$ cat config.mk
export PLATFORM = sky130hd
export DESIGN_NAME = baud_tick_gen
export DESIGN_NICKNAME = d
export VERILOG_FILES = /design/src/rtl/uart_pkg.sv /design/src/rtl/frac_acc.sv /design/src/rtl/baud_tick_gen.sv
export SDC_FILE = /design/constraint.sdc
export NUM_CORES = 1
export LEC_CHECK = 0
export CORE_ASPECT_RATIO = 0.8
export CORE_MARGIN = 10
export CORE_UTILIZATION = 58
export CTS_CLUSTER_DIAMETER = 50
export DETAILED_ROUTE_END_ITERATION = 7
export HOLD_SLACK_MARGIN = 0.08
export PLACE_DENSITY = 0.92
export SLEW_MARGIN = 10
export SYNTH_ARGS = -nofsm -noshare
export SYNTH_HDL_FRONTEND = slang
export SYNTH_SLANG_ARGS = --single-unit
$ cat constraint.sdc
create_clock -name clk_in -period 4.1 [get_ports clk_in]
set_input_delay 0.41 -clock clk_in [delete_from_list [all_inputs] [get_ports clk_in]]
set_output_delay 0.41 -clock clk_in [all_outputs]
set_load 0.01 [all_outputs]
$ cat src/rtl/uart_pkg.sv
// Shared UART definitions: the baud generator state and default rate constants.
package uart_pkg;

  localparam int unsigned UART_DEFAULT_DIV = 54;
  localparam int unsigned UART_OSR         = 16;

  typedef enum logic {
    IDLE = 1'b0,
    RUN  = 1'b1
  } baud_state_e;

endpackage

$ cat src/rtl/frac_acc.sv
// Fractional divisor accumulator; carry stretches the following oversample period by one cycle.
module frac_acc #(
  parameter int unsigned FRAC_W = 4
) (
  input  logic              clk_in,
  input  logic              rst,
  input  logic              clr_i,
  input  logic              step_i,
  input  logic [FRAC_W-1:0] frac_i,
  output logic              carry_o
);

  logic [FRAC_W-1:0] acc_q, acc_d;
  logic              carry_q, carry_d;

  always_comb begin
    acc_d   = acc_q;
    carry_d = carry_q;
    if (clr_i) begin
      acc_d   = '0;
      carry_d = 1'b0;
    end else if (step_i) begin
      {carry_d, acc_d} = {1'b0, acc_q} + {1'b0, frac_i};
    end
  end

  always_ff @(posedge clk_in) begin
    if (rst) begin
      acc_q   <= '0;
      carry_q <= 1'b0;
    end else begin
      acc_q   <= acc_d;
      carry_q <= carry_d;
    end
  end

  assign carry_o = carry_q;

endmodule

$ cat src/rtl/baud_tick_gen.sv
// Programmable UART baud tick generator (oversample, mid-bit and bit ticks).
// Define BAUD_FRAC_EN to build the fractional divisor accumulator.
module baud_tick_gen
  import uart_pkg::*;
#(
  parameter int unsigned CNT_W       = 21,
  parameter int unsigned OSR         = UART_OSR,
  parameter int unsigned FRAC_W      = 4,
  parameter int unsigned DEFAULT_DIV = UART_DEFAULT_DIV
) (
  input  logic              clk_in,
  input  logic              rst,
  input  logic              en_i,
  input  logic              restart_i,
  input  logic              div_load_i,
  input  logic [CNT_W-1:0]  div_i,
  input  logic [FRAC_W-1:0] frac_i,
  output logic              os_tick_o,
  output logic              mid_tick_o,
  output logic              bit_tick_o,
  output logic              div_err_o,
  output logic              busy_o
);

  localparam int unsigned OS_W = $clog2(OSR);

  baud_state_e      state_q, state_d;
  logic [CNT_W-1:0] cnt_q, cnt_d;
  logic [CNT_W-1:0] div_q, div_d;
  logic [CNT_W-1:0] shd_div_q, shd_div_d;
  logic [CNT_W-1:0] last_c;
  logic [OS_W-1:0]  os_cnt_q, os_cnt_d;
  logic             pend_q, pend_d;
  logic             os_q, os_d, mid_q, mid_d, bit_q, bit_d;
  logic             err_q, err_d, busy_q, busy_d;
  logic             load_ok_c, apply_new_c, apply_shd_c, shadow_wr_c;
  logic             acc_clr_c, acc_step_c, carry_c;

`ifdef BAUD_FRAC_EN
  logic [FRAC_W-1:0] frac_q, frac_d, shd_frac_q, shd_frac_d;

  frac_acc #(.FRAC_W(FRAC_W)) u_frac_acc (
    .clk_in  (clk_in),
    .rst     (rst),
    .clr_i   (acc_clr_c),
    .step_i  (acc_step_c),
    .frac_i  (frac_q),
    .carry_o (carry_c)
  );

  always_comb begin
    frac_d     = apply_new_c ? frac_i : (apply_shd_c ? shd_frac_q : frac_q);
    shd_frac_d = shadow_wr_c ? frac_i : shd_frac_q;
  end

  always_ff @(posedge clk_in) begin
    if (rst) begin
      frac_q     <= '0;
      shd_frac_q <= '0;
    end else begin
      frac_q     <= frac_d;
      shd_frac_q <= shd_frac_d;
    end
  end
`else
  logic unused_frac;
  assign carry_c     = 1'b0;
  assign unused_frac = ^{frac_i, acc_clr_c, acc_step_c};
`endif

  assign load_ok_c = div_load_i && (div_i >= CNT_W'(2));
  assign last_c    = div_q - CNT_W'(1) + CNT_W'(carry_c);

  // Next-state, counters, tick flags and divisor shadow handling
  always_comb begin
    state_d     = state_q;
    cnt_d       = cnt_q;
    os_cnt_d    = os_cnt_q;
    os_d        = 1'b0;
    mid_d       = 1'b0;
    bit_d       = 1'b0;
    busy_d      = 1'b0;
    err_d       = div_load_i && !load_ok_c;
    apply_new_c = 1'b0;
    apply_shd_c = 1'b0;
    shadow_wr_c = 1'b0;
    acc_clr_c   = 1'b0;
    acc_step_c  = 1'b0;

    case (state_q)
      IDLE: begin
        cnt_d       = '0;
        os_cnt_d    = '0;
        acc_clr_c   = 1'b1;
        apply_new_c = load_ok_c;
        apply_shd_c = pend_q;
        if (en_i) begin
          state_d = RUN;
          busy_d  = 1'b1;
        end
      end
      RUN: begin
        if (!en_i) begin
          state_d     = IDLE;
          cnt_d       = '0;
          os_cnt_d    = '0;
          acc_clr_c   = 1'b1;
          shadow_wr_c = load_ok_c;
        end else begin
          busy_d = 1'b1;
          if (restart_i) begin
            cnt_d       = '0;
            os_cnt_d    = '0;
            acc_clr_c   = 1'b1;
            apply_new_c = load_ok_c;
          end else if (cnt_q == last_c) begin
            os_d        = 1'b1;
            mid_d       = (os_cnt_q == OS_W'(OSR/2 - 1));
            bit_d       = (os_cnt_q == OS_W'(OSR - 1));
            os_cnt_d    = bit_d ? '0 : os_cnt_q + OS_W'(1);
            cnt_d       = '0;
            acc_step_c  = 1'b1;
            apply_new_c = load_ok_c;
            apply_shd_c = pend_q;
          end else begin
            cnt_d       = cnt_q + CNT_W'(1);
            shadow_wr_c = load_ok_c;
          end
        end
      end
    endcase

    // A direct load always beats an older shadowed one
    div_d     = apply_new_c ? div_i : (apply_shd_c ? shd_div_q : div_q);
    shd_div_d = shadow_wr_c ? div_i : shd_div_q;
    if (shadow_wr_c)
      pend_d = 1'b1;
    else if (apply_new_c || apply_shd_c)
      pend_d = 1'b0;
    else
      pend_d = pend_q;
  end

  always_ff @(posedge clk_in) begin
    if (rst) begin
      state_q   <= IDLE;
      cnt_q     <= '0;
      os_cnt_q  <= '0;
      div_q     <= CNT_W'(DEFAULT_DIV);
      shd_div_q <= '0;
      pend_q    <= 1'b0;
      os_q      <= 1'b0;
      mid_q     <= 1'b0;
      bit_q     <= 1'b0;
      err_q     <= 1'b0;
      busy_q    <= 1'b0;
    end else begin
      state_q   <= state_d;
      cnt_q     <= cnt_d;
      os_cnt_q  <= os_cnt_d;
      div_q     <= div_d;
      shd_div_q <= shd_div_d;
      pend_q    <= pend_d;
      os_q      <= os_d;
      mid_q     <= mid_d;
      bit_q     <= bit_d;
      err_q     <= err_d;
      busy_q    <= busy_d;
    end
  end

  assign os_tick_o  = os_q;
  assign mid_tick_o = mid_q;
  assign bit_tick_o = bit_q;
  assign div_err_o  = err_q;
  assign busy_o     = busy_q;

endmodule

# Yosys cells after proc, flatten, opt, wreduce, memory -nomap -nowiden
# Index checks and enable logic that the tools add are counted.
# totals
ff_bits,73
latchBits,0
ramBits,0
rom_bits,0
output_inout_bits,5
word_cells,56
mem_count,0
# op_classes
n_addsub,3
multipliers,0
div,0
order_cmp,1
eq_ne,4
shifts,0
mux,27
bitwise,3
reduce_logical,8
# op_table
operator,n
two-way mux 21 bit,5
one-hot mux 21 bit (2 select lines),1
adder 21 x 1 -> 21 bit (second input constant),1
equality test 21 bit,1
>= comparator 21 x 2 -> 1 bit (second input constant),1
subtractor 21 x 1 -> 21 bit (second input constant),1
two-way mux 4 bit,4
two-way mux 1 bit,14
one-hot mux 4 bit (2 select lines),1
OR reduction 5 bit,1
adder 4 x 1 -> 4 bit (second input constant),1
equality test 4 x 3 -> 1 bit (second input constant),1
equality test 4 bit (second input constant),1
inequality test 4 x 3 -> 1 bit (second input constant),1
one-hot mux 1 bit (2 select lines),2
nonzero test 2 bit,2
OR reduction 4 bit,1
NOT 1 bit,3
logical AND 1 bit,2
zero test 1 bit,1
logical OR 1 bit,1

# Depth between registers and ports, before layout
# Gate-level depths: netlist (run 1).
# depth
depth_word,9
depth_mapped,13
mapped_depth_nobuf,10

# Worst setup path after synthesis (run 1)
# Ideal clock, no wire load.
# synth_path
path_type,register to register
from,register div_q[0]
to,register div_q[0]
setup_time_ps,91
t_arrival_ps,3379
setup_slack_ps,630
path_stages_with_launch,13
n_path_buf,2
synth_period_minus_slack_ps,3470
path_cell_list,dfxtp_1 -> inv_1 -> ha_1 -> or3b_2 -> or3_1 -> or3_1 -> a31oi_1 -> a21oi_1 -> o41a_1 -> or2_1 -> buf_2 -> buf_6 -> a311oi_1
# synth_between
elab_chain_cells,7
elab_cells_between_ends,12
classes_between,add/sub (1); eq/ne (1); mux (9); reduce/logical (1)
# synth_lines
element,line_no,rtl
start: declaration,baud_tick_gen.sv:29,"logic [CNT_W-1:0] div_q, div_d;"
start signal: assignment,baud_tick_gen.sv:149,div_q <= CNT_W'(DEFAULT_DIV);
start signal: assignment,baud_tick_gen.sv:161,div_q <= div_d;
subtractor 21 x 1 -> 21 bit (*),baud_tick_gen.sv:72,assign last_c = div_q - CNT_W'(1) + CNT_W'(carry_c);
equality test 21 bit (*),baud_tick_gen.sv:116,end else if (cnt_q == last_c) begin
two-way mux 1 bit,baud_tick_gen.sv:116,
two-way mux 1 bit,baud_tick_gen.sv:111,if (restart_i) begin
two-way mux 1 bit,baud_tick_gen.sv:103,if (!en_i) begin
one-hot mux 1 bit (2 select lines),baud_tick_gen.sv:90,case (state_q)
two-way mux 21 bit or nonzero test 2 bit (tied branches),n/a,
# Mark *: on every way between the ends. The rest lies on a longest branch, timed or not.
# A chain may end at the register's enable or synchronous reset.

# Worst setup path in the final report (run 1)
# layout_path
from,register div_q[0]
to,register div_q[10]
# Same word-level chain as after synthesis.

==> results of run 1 <==
==> cell usage after synthesis, drive strengths merged (2+ instances only) <==
master / n / area share, %
or2: 2 / 0.30
nor3: 27 / 3.2
mux2i: 3 / 0.71
and4: 4 / 0.83
a311oi: 17 / 3.7
or4: 5 / 0.98
o41ai: 3 / 0.80
ha: 3 / 0.89
nand4: 7 / 1.0
and3: 6 / 0.89
nand3: 58 / 6.9
clkbuf: 41 / 3.7
nand2b: 4 / 0.59
o211ai: 2 / 0.36
o21ba: 3 / 0.71
nor2: 39 / 3.5
and2: 2 / 0.30
a31oi: 8 / 1.2
or3: 7 / 1.0
dfxtp: 73 / 35
xor2: 22 / 4.6
nor3b: 2 / 0.36
a21o: 7 / 1.2
nand3b: 3 / 0.53
o32ai: 2 / 0.42
xnor2: 18 / 3.7
a21bo: 15 / 3.6
inv: 9 / 0.80
a211o: 2 / 0.42
buf: 4 / 0.59
a22o: 2 / 0.42
a32oi: 3 / 0.62
nor4: 19 / 3.0
a21oi: 30 / 3.6
o21ai: 32 / 3.8
o41a: 2 / 0.53
nand2: 15 / 1.3
nor2b: 7 / 1.0
==> placed cells by master, fill, tap and decap left out, types with 8 or more instances in the layout <==
cell type	count
sky130_fd_sc_hd__dfxtp_1	73
sky130_fd_sc_hd__clkdlybuf4s50_1	30
sky130_fd_sc_hd__a21oi_1	29
sky130_fd_sc_hd__inv_1	9
sky130_fd_sc_hd__nor2_1	38
sky130_fd_sc_hd__a21bo_2	15
sky130_fd_sc_hd__nand3_1	58
sky130_fd_sc_hd__a311oi_1	16
sky130_fd_sc_hd__clkbuf_8	11
sky130_fd_sc_hd__xnor2_1	18
sky130_fd_sc_hd__nor4_1	18
sky130_fd_sc_hd__o21ai_0	31
sky130_fd_sc_hd__nand2_1	15
sky130_fd_sc_hd__buf_4	11
sky130_fd_sc_hd__xor2_1	22
sky130_fd_sc_hd__a31oi_1	8
sky130_fd_sc_hd__nor3_1	27
==> worst max-delay path by stage <==
stage / to / cells after the start / from / slack (ps)
2_1_floorplan: div_q[0] / 12 / div_q[0] / 630
3_3_place_gp: div_q[20] / 10 / div_q[0] / 320
3_5_place_dp: div_q[3] / 10 / div_q[0] / 190
4_1_cts: div_q[20] / 10 / div_q[0] / 150
5_1_grt: div_q[12] / 10 / div_q[0] / 30
6_report: div_q[10] / 10 / div_q[0] / 210
==> sequential cells by signal, summed over array words and instances (netlist names) <==
| register | count |
|---|---|
| cnt_q | 21 |
| div_q | 21 |
| shd_div_q | 21 |
| os_cnt_q | 4 |
| bit_tick_o | 1 |
| busy_o | 1 |
| div_err_o | 1 |
| mid_tick_o | 1 |
| os_tick_o | 1 |
| pend_q | 1 |
==> final cells by class <==
| cell class | count | share of cell area, % |
|---|---|---|
| clock buffer | 11 | 3.189 |
| sequential | 73 | 30.79 |
| tap | 87 | 2.293 |
| clock inverter | 4 | 0.5799 |
| inverter | 9 | 0.7117 |
| timing repair buffer | 42 | 8.487 |
| multi-input combinational | 396 | 53.95 |
==> power by group through the flow <==
stage	clock, W	sequential, W	combinational, W
floorplan	0	0.000768	0.000158
global placement	0	0.000782	0.000212
detailed placement	0	0.000783	0.000218
CTS	0.000528	0.000767	0.000220
global route	0.000560	0.000772	0.000245
finish	0.000523	0.000768	0.000227
==> cells by family after synthesis <==
family	after synthesis	share of synthesized area, %
DFF	73	34.71
AOI/OAI and AO/OA	138	23.33
xor gates and xnor gates	40	8.321
adders and majority gates	3	0.8916
muxes	4	0.9807
and+or+nand+nor	211	26.72
buffers and inverters	54	5.052
==> per-stage QoR <==
step | hold WS (ps) | instances | area (sq um) | power [W] | setup slack, ps
4_1_cts | 471.8 | 622 | 4741 | 0.001515 | 150.9
6_report | 471.2 | 622 | 4747 | 0.001518 | 214.3
3_3_place_gp | 454.5 | 607 | 4562 | 0.0009936 | 319.5
3_5_place_dp | 461.5 | 607 | 4562 | 0.001002 | 194.1
2_1_floorplan | 447.2 | 523 | 4210 | 0.0009255 | 630.3
5_1_grt | 490.9 | 622 | 4747 | 0.001577 | 29.91
==> critical path, cell delays in order, from the launching register on <==
cell	delay [ps]
sky130_fd_sc_hd__dfxtp_1	360
sky130_fd_sc_hd__inv_1	90
sky130_fd_sc_hd__ha_1	290
sky130_fd_sc_hd__or3b_2	560
sky130_fd_sc_hd__or3_1	460
sky130_fd_sc_hd__or3_1	370
sky130_fd_sc_hd__a31oi_1	210
sky130_fd_sc_hd__a21oi_2	170
sky130_fd_sc_hd__o41a_1	470
sky130_fd_sc_hd__or2_2	500
sky130_fd_sc_hd__a311oi_1	300
==> layer usage <==
metal / up-vias / wire [um] / GRT usage [%]
met5: - / 0 / 0
met4: 0 / 155 / 5.761
met3: 26 / 934 / 4.291
met2: 202 / 5376 / 32.63
met1: 1965 / 4977 / 27.16
li1: 1953 / - / -
==> timing repair <==
action                                  4_1_cts  5_1_grt
endpoints found under the setup margin        0       17
setup buffers                                 0        0
gates resized for setup                       0        3
==> summary.md, run 1 <==
• sky130_fd_sc_hd__dfxtp_1 — ys flop type
• 4210 sq um — post-synthesis instance area
• false — unrepaired setup endpoints after global routing
• 6959 sq um — core region area
• 8008 um — half-perimeter wire length of the detailed placement result
• 28.34% — Switching Fraction
• shd_div_q[3] — Hold Crit Start
• 0 — count of flip-flops with a built-in enable after synthesis
• 3 — H-tree lvl count
• 68.21% — final core utilization
• 11440 um — final WL
• 46 — maximum number of pins on one net before global-route repair
• 4360 ps — Worst EP required
• 0.9243 — weighted congestion reported at the end of routability-driven placement
• 4146 — via count of the routed design
• finished clean — run status
• 2561 sq um — area taken by multi-input logic gates
• 1.533 nW — leakage power of the design
• 0 — count of endpoints failing hold in the final timing report
• 0.0004302 W — P_sw
• 8.050 sq um — average instance area after synthesis
• 0 — Antenna Violating Nets Remaining
• 18660 um — wire length of the first global-routing pass
• 0 ps — Setup TNS
• 35 — number of I/O pins
• 0 — hold buffers post-CTS
• 0 — Residual DRC
• 14.9% — combinational cell fraction of total power
• 0.001088 W — Internal Pwr Total
• 0% — asr flop ratio synth
• 20.37% — global router's overall resource usage
• 561 — count of filler cells inserted in the layout
• div_q[0] — reg2reg start
• 944.3 ps — pin slew with the least headroom to its limit
• shd_div_q[3] — worst-case hold path end point
• 6.666 — drt via density
• 12.75% — area added between synthesis and finish
• 96.21 um — die boundary height
• 4140 ps — critical path arrival
• 556 — syn nets
• 10 — length in cells of the worst reg-to-reg path
• 0 — Pins Over Slew Limit
• 0 — setup violation total in the final timing report
• sky130_fd_sc_hd__clkbuf_8 — library cell used as clock root buffer
• register — startpoint type of the worst setup path
• 0 — leftover overflow at the end of global routing
• 60 — Cell variety after synth
• 0 — synthesis warning total
• 210 ps — worst setup slack for register-to-register paths
• yes — clock tree from TritonCTS
• 360 ps — insertion delay to the later sink of the worst-skew pair
• 10.47% — share of post-route cells with drive strength above 1
• 60.50% — starting density of the core
• div_q[10] — endpoint of the worst register-to-register path
• 2 — number of buffers on the longest clock path
• register to register — critical setup path kind
• 1461 sq um — Sequential Area
• 94.77% — final cycle utilization of the critical path
• 319.8 nW/um^2 — pwr/cell area
• 27 — Row Count
• 50.6% — sequential group share of total power
• 7 — Pre-antenna DRT Iters
• 2 — hold depth
• 73 — #FFs+latches synth
• 34.71% — proportion of synthesized chip area in sequential cells
• 73 — clk sinks
• 30 — # port buffers
• 523 — synthesized netlist cell count
• 5.581 ps — Clock Skews
• 17 — peak fanout along the critical path
• 0 — number of violations of the max-capacitance limit
• 70 ps — clock slew at reported path FFs
• register to register — class of the worst hold path
• 257.4 MHz — highest achievable clock rate
• 36.86% — Slew HR
• 564 — Layout Nets
• 0 — initial antenna violation count
• 9 — CTS buffer count
• register — Worst Setup End Kind
• 0 — total inserted antenna cells
• 3738 — via count of the first global-routing pass
• 18.40 um — average wire length per cell after detail routing
• 3886 ps — final critical-path required period
• 0.0002829 V — worst vdd rail ir drop
• 11090 sq um — die area
• 34.5% — share of power burned in the clock network
• 427 — first-iteration detailed-routing DRC count
• 115.3 um — width of the die
Power figures use the tool's default switching activity.
==> inputs of run 2 (changes only) <==
Settings changed: RECOVER_POWER set to 25, SLEW_MARGIN 10 to 20.
==> run 2 against run 1 <==
  * Final area is 0.32% lower
  * Cell count stayed put
  * Clock skew rose by 2.2 ps
  * Largest power group unchanged
  * Critical path type unchanged
  * Clock power hardly changed
==> summary.md, run 2 (same netlist as run 1, synthesis figures left out) <==
• 94.77% — final cycle utilization of the critical path, about the same
• 0 ps — Setup TNS, unchanged
• 0 — leftover overflow at the end of global routing, unchanged
• 4360 ps — Worst EP required, about the same
• 0 — postcts setup bufs, unchanged
• 0.001516 W — overall power of the completed layout, -0.15%
• 6959 sq um — core region area, unchanged
• 0 — number of violations of the max-capacitance limit, unchanged
• 0.9243 — weighted congestion reported at the end of routability-driven placement, unchanged
• 418 — first-iteration detailed-routing DRC count, -2.1%
• 562 — count of filler cells inserted in the layout, +0.18%
• 4732 sq um — post-route cell area, -0.32%
• 4140 ps — critical path arrival, about the same
• 27 — Row Count, unchanged
• 0 — count of endpoints failing hold in the final timing report, unchanged
• register — Worst Setup End Kind
• 6.662 — drt via density, about the same
• 96.21 um — die boundary height, unchanged
• 60.50% — starting density of the core, unchanged
• 6 — Pre-antenna DRT Iters, -1
• 0 — Pins Over Slew Limit, unchanged
• 11090 sq um — die area, unchanged
• 257.4 MHz — highest achievable clock rate, about the same
• 0 — setup violation total in the final timing report, unchanged
• register to register — critical setup path kind
• 0 — hold buffers post-CTS, unchanged
• 0 — total of cells resized after clock tree synthesis, unchanged
• 11450 um — final WL, about the same
• 17 — peak fanout along the critical path, unchanged
• register to register — class of the worst hold path
• 564 — Layout Nets, unchanged
• 320.3 nW/um^2 — pwr/cell area, +0.17%
• 0 — Residual DRC, unchanged
• yes — clock tree from TritonCTS
• 8008 um — half-perimeter wire length of the detailed placement result, unchanged
• 0 — initial antenna violation count, unchanged
• 73 x sky130_fd_sc_hd__dfxtp_1, 58 x sky130_fd_sc_hd__nand3_1, 38 x sky130_fd_sc_hd__nor2_1 — top library cells by usage in the layout, fill and taps aside
• sky130_fd_sc_hd__dfxtp_1 — commonest non-fill, non-tap cell in the layout
• sky130_fd_sc_hd__clkbuf_8 — library cell used as clock root buffer
• 9 — CTS buffer count, unchanged
• 73 — clk sinks, unchanged
• finished clean — run status
• 3 — H-tree lvl count, unchanged
• false — unrepaired setup endpoints after global routing
• cnt_q (21), div_q (21), shd_div_q (21) — biggest regs
• 0 — Antenna Violating Nets Remaining, unchanged
• 30 — # port buffers, unchanged
• 1.544 nW — leakage power of the design, +0.71%
• 33.94% — Slew HR, -2.9 points
• 3886 ps — final critical-path required period, -0.09500 ps
• 80 ps — clock slew at reported path FFs, about the same
• 4144 — via count of the routed design, -0.048%
• 4562 sq um — total cell area at the placement stage, unchanged
• 7.745 ps — Clock Skews, +2.164 ps
• 2 — number of buffers on the longest clock path, unchanged
• 20.37% — global router's overall resource usage, unchanged
• 115.3 um — width of the die, unchanged
• 360 ps — insertion delay to the later sink of the worst-skew pair, about the same
• 18660 um — wire length of the first global-routing pass, unchanged
• 18.41 um — average wire length per cell after detail routing, about the same
• 0 — total inserted antenna cells, unchanged
• 35 — number of I/O pins, unchanged
• 987.9 ps — pin slew with the least headroom to its limit, +43.65 ps
• register — startpoint type of the worst setup path
• 0.0002845 V — worst vdd rail ir drop, +0.58%
• 46 — maximum number of pins on one net before global-route repair, unchanged
• 12.39% — area added between synthesis and finish
• 10.09% — share of post-route cells with drive strength above 1, -0.37 points
• 3738 — via count of the first global-routing pass, unchanged
run 2: cell count changes in the layout (fill, tap and decap cells not counted):
cell	previous run	this run
sky130_fd_sc_hd__buf_4	11	8
sky130_fd_sc_hd__clkbuf_1	0	1
sky130_fd_sc_hd__clkbuf_2	0	2
sky130_fd_sc_hd__clkdlybuf4s50_1	30	24
sky130_fd_sc_hd__dlygate4sd3_1	0	6
sky130_fd_sc_hd__nor4_1	18	19
sky130_fd_sc_hd__nor4_2	1	0
run 2: worst paths after layout:
| kind | from | end | slack (ps) | cells past startpoint |
|---|---|---|---|---|
| setup / recovery | div_q[0] | div_q[10] | 210 | 10 |
| hold / removal | shd_div_q[3] | shd_div_q[3] | 470 | 2 |
| setup reg to reg | div_q[0] | div_q[10] | 210 | 10 |
| hold reg to reg | shd_div_q[3] | shd_div_q[3] | 470 | 2 |
run 2: metrics by stage:
stage	std cells	utilization (%)	hold WS [ps]	setup slack (ps)
final	622	68.00	471.8	214.4
after global routing	622	68.00	490.9	47.93
after floorplan	523	-	447.2	630.3
after global placement	607	65.55	454.5	319.5
after detailed placement	607	65.55	461.5	194.1
after CTS	622	68.12	471.8	150.9
run 2: worst max-delay path, stage by stage (launching register included):
cell and delay (ps):
sky130_fd_sc_hd__dfxtp_1 360, sky130_fd_sc_hd__inv_1 90, sky130_fd_sc_hd__ha_1 290, sky130_fd_sc_hd__or3b_2 560, sky130_fd_sc_hd__or3_1 460, sky130_fd_sc_hd__or3_1 370
sky130_fd_sc_hd__a31oi_1 210, sky130_fd_sc_hd__a21oi_2 160, sky130_fd_sc_hd__o41a_1 460, sky130_fd_sc_hd__or2_2 500, sky130_fd_sc_hd__a311oi_1 300
run 2: cell type report:
class / count / area [sq um] / area share, %
sequential: 73 / 1461 / 30.88
clock inverter: 4 / 27.53 / 0.5817
inverter: 9 / 33.78 / 0.7139
multi-input combinational: 396 / 2555 / 53.99
timing repair buffer: 42 / 394.1 / 8.329
tap: 87 / 108.9 / 2.300
clock buffer: 11 / 151.4 / 3.199
run 2: routing by layer:
layer	track usage, %	share of wire (%)	up-vias
met3	4.291	8.2	24
met2	32.63	47	207
li1	-	-	1954
met4	5.761	1.6	0
met5	0	0	-
met1	27.16	43	1959
run 2: where the power goes:
group | switching (W) | internal, W
registers | 0.0000340 | 0.000734
logic | 0.000123 | 0.000103
clock network | 0.000271 | 0.000250
==> inputs of run 3 (changes only) <==
Clock period 4.1 ns to 3.6 ns, I/O delays scaled along.
==> run 3 against run 2 <==
  * Sequential cell count did not move
  * Sequential share of layout area shrank 1.8 points
  * Die area unchanged
  * Clock-buffer cell count is 1 lower
  * Register-to-register slack worse by 200 ps
  * Via count rose by 6.1%
  * Critical path depth shrank 1
  * Global-route usage grew 1.5 points
  * Sequential power up 13%
  * Critical endpoint is now div_q[7]
  * Largest power group unchanged
  * Highest routed layer unchanged
==> summary.md, run 3 (same netlist as run 1, synthesis figures left out) <==
• 0 — count of endpoints failing hold in the final timing report, unchanged
• 15.53 ps — Clock Skews, +7.786 ps
• register to register — critical setup path kind
• 8316 um — half-perimeter wire length of the detailed placement result, +3.8%
• 20 — peak fanout along the critical path, +3
• sky130_fd_sc_hd__dfxtp_1 — commonest non-fill, non-tap cell in the layout
• yes — clock tree from TritonCTS
• 0 — setup violation total in the final timing report, unchanged
• 19.41% — area added between synthesis and finish
• div_q[7] — endpoint of the worst register-to-register path
• 0 ps — Setup TNS, unchanged
• 1.695 nW — leakage power of the design, +9.7%
• 20.03 um — average wire length per cell after detail routing, +8.8%
• sky130_fd_sc_hd__or4_4 — slowest stage cell, crit path
• 470.5 ps — worst slack on hold paths, -1.273 ps
• 21.87% — global router's overall resource usage, +1.5 points
• 3988 — via count of the first global-routing pass, +6.7%
• register — startpoint type of the worst setup path
• 0 — hold buffers post-CTS, unchanged
• div_q[11] — reg2reg start
• 0 — Residual DRC, unchanged
• 5 — Pre-antenna DRT Iters, -1
• 115.3 um — width of the die, unchanged
• 73 — clk sinks, unchanged
• 32.58% — Slew HR, -1.4 points
• 99.47% — final cycle utilization of the critical path, +4.7 points
• 2 — number of buffers on the longest clock path, unchanged
• 3870 ps — Worst EP required, -490 ps
• 370 ps — insertion delay to the later sink of the worst-skew pair, about the same
• sky130_fd_sc_hd__clkbuf_8 — library cell used as clock root buffer
• finished clean — run status
• 19730 um — wire length of the first global-routing pass, +5.7%
• 0 — leftover overflow at the end of global routing, unchanged
• 4397 — via count of the routed design, +6.1%
• 72.24% — final core utilization, +4.2 points
• shd_div_q[2] — Hold Crit Start
• 30 — # port buffers, unchanged
• 19.11 ps — final setup margin, -195.3 ps
• cnt_q (21), div_q (21), shd_div_q (21) — biggest regs
• 0.001977 W — overall power of the completed layout, +30%
• 90 ps — clock slew at reported path FFs, about the same
• 12880 um — final WL, +12%
• 570 ps — biggest cell delay along the critical path, about the same
• register — Worst Setup End Kind
• or4_4 > or4_1 > nor3_1 > o21ai_0 > a2111o_1 > o41ai_4 > buf_12 > nand3_1 > a311oi_1 — cells along the critical path
• 3 — H-tree lvl count, unchanged
• 0.0002160 V — worst vdd rail ir drop, -24%
• 279.3 MHz — highest achievable clock rate, +8.5%
• 584 — Layout Nets, +3.5%
• 0 — total inserted antenna cells, unchanged
• 6959 sq um — core region area, unchanged
• 27 — Row Count, unchanged
• 73 x sky130_fd_sc_hd__dfxtp_1, 58 x sky130_fd_sc_hd__nand3_1, 38 x sky130_fd_sc_hd__nor2_1 — top library cells by usage in the layout, fill and taps aside
• 76.94 ps — worst slack after detailed placement, -117.2 ps
• 20 ps — worst setup slack for register-to-register paths, -200 ps
• 35 — number of I/O pins, unchanged
• 11090 sq um — die area, unchanged
• 47 — maximum number of pins on one net before global-route repair, +2.2%
• 13.85% — share of post-route cells with drive strength above 1, +3.8 points
• 96.21 um — die boundary height, unchanged
• 494 — first-iteration detailed-routing DRC count, +18%
• 1008 ps — pin slew with the least headroom to its limit, +20.29 ps
• 0.8933 — weighted congestion reported at the end of routability-driven placement, -3.4%
• 0 — initial antenna violation count, unchanged
• 60.50% — starting density of the core, unchanged
• register to register — class of the worst hold path
• 9 — length in cells of the worst reg-to-reg path, -1
• 9 — CTS buffer count, unchanged
• simple AND/OR/NAND/NOR gates — kind of cell adding the most delay to the critical path
• 393.2 nW/um^2 — pwr/cell area, +23%
• 0 — Antenna Violating Nets Remaining, unchanged
• 6.838 — drt via density, +2.6%
• 0 — Pins Over Slew Limit, unchanged
• 2 — hold depth, unchanged
• 3850 ps — critical path arrival, -290 ps
• shd_div_q[2] — worst-case hold path end point
• 3581 ps — final critical-path required period, -304.7 ps
• 0 — number of violations of the max-capacitance limit, unchanged
• 1 — count of buffering cells on the critical path with inverters included, unchanged
run 3: changes by cell type in the layout (fill, tap and decap cells not counted), sizes merged:
cell	change
clkbuf	-1
inv	+1
bufinv	+3
buf	+20
clkinv	-2
run 3: area by class of cell:
type / instances / area (sq um)
clock inverter: 6 / 112.6
sequential: 73 / 1461
multi-input combinational: 396 / 2591
clock buffer: 10 / 127.6
timing repair buffer: 62 / 591.8
fill: 511 / 1932
inverter: 9 / 33.78
tap: 87 / 108.9
run 3: worst register-to-register path, cell delays in order, from the launching register on:
cell and delay, ps:
sky130_fd_sc_hd__dfxtp_1 330, sky130_fd_sc_hd__or4_4 570, sky130_fd_sc_hd__or4_1 570, sky130_fd_sc_hd__nor3_1 200, sky130_fd_sc_hd__o21ai_0 180, sky130_fd_sc_hd__a2111o_1 520
sky130_fd_sc_hd__o41ai_4 390, sky130_fd_sc_hd__buf_12 220, sky130_fd_sc_hd__nand3_1 170, sky130_fd_sc_hd__a311oi_1 350
run 3: timing repair:
item	4_1_cts	5_1_grt
setup buffers	0	1
setup endpoints to repair	1	38
gates cloned	0	1
pin swaps	0	1
resized for setup	1	9
run 3: metrics by stage:
| step | std cells | instance area [sq um] |
|---|---|---|
| after global placement | 625 | 4735 |
| after CTS | 641 | 4984 |
| after detailed placement | 625 | 4735 |
| after floorplan | 523 | 4210 |
| after global routing | 643 | 5027 |
| final | 643 | 5027 |
run 3: metal layers:
layer | global-route usage [%] | part of all wire [%]
met5 | 0 | 0
met4 | 9.671 | 2.9
met3 | 5.721 | 9.7
met2 | 35.53 | 48
met1 | 26.84 | 40
run 3: power breakdown:
part	total (W)	leakage (nW)	switching (W)	internal, W
Clock	0.000801	0.121	0.000336	0.000464
Sequential	0.000867	0.595	0.0000310	0.000836
Combinational	0.000309	0.979	0.000168	0.000141
Total	0.00198	1.69	0.000535	0.00144
run 3: worst max path at each step:
stage,startpoint,to,slack (ps),cells past startpoint
2_1_floorplan,div_q[0],div_q[0],130,12
3_3_place_gp,div_q[1],div_q[8],170,11
3_5_place_dp,div_q[1],div_q[8],80,11
4_1_cts,div_q[1],div_q[7],4,12
5_1_grt,div_q[11],div_q[7],-70,9
6_report,div_q[11],div_q[7],20,9
==> RTL change: new RTL, config.mk and constraints of run 3 <==
Build with the macro `BAUD_FRAC_EN` defined.
--- a/src/rtl/baud_tick_gen.sv
+++ b/src/rtl/baud_tick_gen.sv
@@ -2,2 +2,4 @@
 // Define BAUD_FRAC_EN to build the fractional divisor accumulator.
+`define BAUD_FRAC_EN
+
 module baud_tick_gen
Check against the original RTL: not equivalent (Yosys sat finds a counterexample within 10 cycles, from zero or initial values and one cycle with rst high).
==> RTL change against run 3 <==
Combinational power up 11%; worst setup slack better by 0.15 ns; total power up 22%; non-clock buffer count down 8; sequential cell count up 13; design area up 20%; highest routed layer unchanged; sequential share of layout area down 0.61 points; routed wire length up 28%; critical path depth up 4; count of clock-buffer cells in the layout up 3; global-route usage up 1.5 points; critical path type unchanged; area after synthesis up 28%.
==> RTL change: results (changes against run 3) <==
Route
  • Avg WL per Cell: 20.5 um (was 20.0 um)
  • 1st-iter DRT viols: 1058 (was 494)
  • TritonRoute pass-1 iters: 6 (was 5)
  • Overall via count from detail_route: 5634 (was 4397)

Synthesis
  • Multiplexer share of the synthesized area: 0% (was 0.981%)
  • Synth Area in Compound Gates: 26.9% (was 23.3%)
  • Post-synthesis net count: 725 (was 556)
  • Most common library cells after synthesis: sky130_fd_sc_hd__dfxtp_1, sky130_fd_sc_hd__a21oi_1, sky130_fd_sc_hd__nand2_1, sky130_fd_sc_hd__clkbuf_1, sky130_fd_sc_hd__nand3_1 (was sky130_fd_sc_hd__dfxtp_1, sky130_fd_sc_hd__nand3_1, sky130_fd_sc_hd__clkbuf_1, sky130_fd_sc_hd__nor2_1, sky130_fd_sc_hd__o21ai_0)
  • Biggest area contributors in the synthesized netlist: sky130_fd_sc_hd__dfxtp_1, sky130_fd_sc_hd__a21oi_1, sky130_fd_sc_hd__nand2_1 (was sky130_fd_sc_hd__dfxtp_1, sky130_fd_sc_hd__nand3_1, sky130_fd_sc_hd__xor2_1)
  • Portion of the post-synthesis area used by sequential elements: 31.9% (was 34.7%)
  • Synth Area in Adders: 2.23% (was 0.892%)
  • XOR/XNOR share of the synthesized area: 8.13% (was 8.32%)
  • Netlist cell types: 57 (was 60)
  • Post-synth EDFFs: 0 (unchanged)

Setup path
  • Critical-path top delay cell: sky130_fd_sc_hd__or4_1 (was sky130_fd_sc_hd__or4_4)
  • Critical Path Max Stage Delay: 0.44 ns (was 0.57 ns)
  • Reg2reg path depth: 13 (was 9)
  • Data arrival time at the worst-slack endpoint: 3.65 ns (was 3.85 ns)

GRT
  • Pin count of the biggest net entering global routing: 54 (was 47)
  • Met3 global-route usage: 7.60% (was 5.72%)
  • Via count of the first global-routing pass: 5252 (was 3988)
  • Met2 global-route usage: 35.9% (was 35.5%)
  • Global router's overall resource usage: 23.4% (was 21.9%)
  • Met1 global-route usage: 30.1% (was 26.8%)
  • Wire length of the first global-routing pass: 26.6 mm (was 19.7 mm)

CTS
  • CTS clk-pin slew, worst paths: 0.06 ns (was 0.09 ns)
  • Worst-skew pair later-pin latency: 0.35 ns (was 0.37 ns)
  • Root Driver: sky130_fd_sc_hd__clkbuf_16 (was sky130_fd_sc_hd__clkbuf_8)

Place
  • Placer's final routability congestion estimate: 0.916 (was 0.893)
  • Placed wire-length estimate: 10.7 mm (was 8.32 mm)
  • # port buffers: 34 (was 30)
  • Worst-case setup slack after placement: 0.196 ns (was 0.0769 ns)

Power and ir drop
  • Peak supply drop: 363 uV (was 216 uV)
  • Static Leak: 1.97 nW (was 1.69 nW)
  • Switching share of power: 26.9% (was 27.1%)

STA
  • Slew at the pin closest to its max-slew limit: 0.870 ns (was 1.01 ns)
  • Layout Skew: 0.00531 ns (was 0.0155 ns)

Outcome
  • Outcome: completed (unchanged)

Finish
  • Fillers: 747 (was 511)
  • Count of nets after finishing: 723 (was 584)
  • Share of cells above drive strength 1: 9.72% (was 13.8%)
-- RTL change: cell count changes after synthesis, moves of 6 or more --
cell and change:
sky130_fd_sc_hd__a21oi_1 +53, sky130_fd_sc_hd__nand2_1 +53, sky130_fd_sc_hd__a41oi_1 +20, sky130_fd_sc_hd__o22ai_1 +20, sky130_fd_sc_hd__nand3_1 -17, sky130_fd_sc_hd__a21bo_2 -15, sky130_fd_sc_hd__a311oi_2 +15, sky130_fd_sc_hd__dfxtp_1 +13
sky130_fd_sc_hd__a311oi_1 -10, sky130_fd_sc_hd__clkbuf_1 +10, sky130_fd_sc_hd__nand4_1 +10, sky130_fd_sc_hd__xnor2_1 +9, sky130_fd_sc_hd__buf_6 +6
-- RTL change: cell type report --
type	instances	area share (%)
tap	115	2.38
inverter	13	0.806
clock buffer	13	4.13
timing repair buffer	54	8.18
sequential	86	28.5
multi-input combinational	520	54.9
clock inverter	3	1.12
-- RTL change: per-stage QoR --
| stage | instance area, um2 | cells | utilization, % | power [mW] |
|---|---|---|---|---|
| global placement | 5730 | 787 | 63.1 | 1.39 |
| detailed placement | 5730 | 787 | 63.1 | 1.41 |
| global route | 6050 | 804 | 66.7 | 2.48 |
| finish | 6050 | 804 | 66.7 | 2.41 |
| CTS | 6040 | 803 | 66.6 | 2.40 |
| floorplan | 5390 | 686 | - | 1.30 |
-- RTL change: power by group through the flow --
stage	Sequential (mW)	Clock [mW]	Combinational (mW)
2_1_floorplan	1.04	0	0.258
6_report	1.06	1.01	0.344
3_3_place_gp	1.07	0	0.318
3_5_place_dp	1.08	0	0.330
4_1_cts	1.06	1.01	0.334
5_1_grt	1.06	1.05	0.369
-- RTL change: layer usage --
layer | up-vias | share of wire, %
li1 | 2539 | -
met1 | 2661 | 40
met2 | 391 | 45
met3 | 43 | 13
met4 | 0 | 2.1
met5 | - | 0
-- RTL change: timing repair --
action	in CTS	in global routing
setup endpoints to repair	0	24
resized for setup	0	1
buffers inserted	0	1
-- RTL change: logic make-up (layout without fill, tap and decap cells) --
group           Yosys count  after routing
flops                    86             86
compound gates          213            213
xor+xnor                 50             50
fa+ha+maj                 9              9
buf+inv                  80             83
simple gates            248            248
-- RTL change: final timing paths --
| check | start | end | slack (ns) |
|---|---|---|---|
| max | div_q[0] | shd_div_q[2] | 0.17 |
| min | shd_div_q[6] | shd_div_q[6] | 0.49 |
| max reg2reg | div_q[0] | shd_div_q[2] | 0.17 |
| min reg2reg | shd_div_q[6] | shd_div_q[6] | 0.49 |
-- RTL change: worst max-delay path: cells and delay by family (launching register included) --
kind / cells / cell delay [ns]
compound gates: 5 / 0.98
simple gates: 3 / 0.97
buf+inv: 3 / 0.57
fa+ha+maj: 2 / 0.43
flops: 1 / 0.32
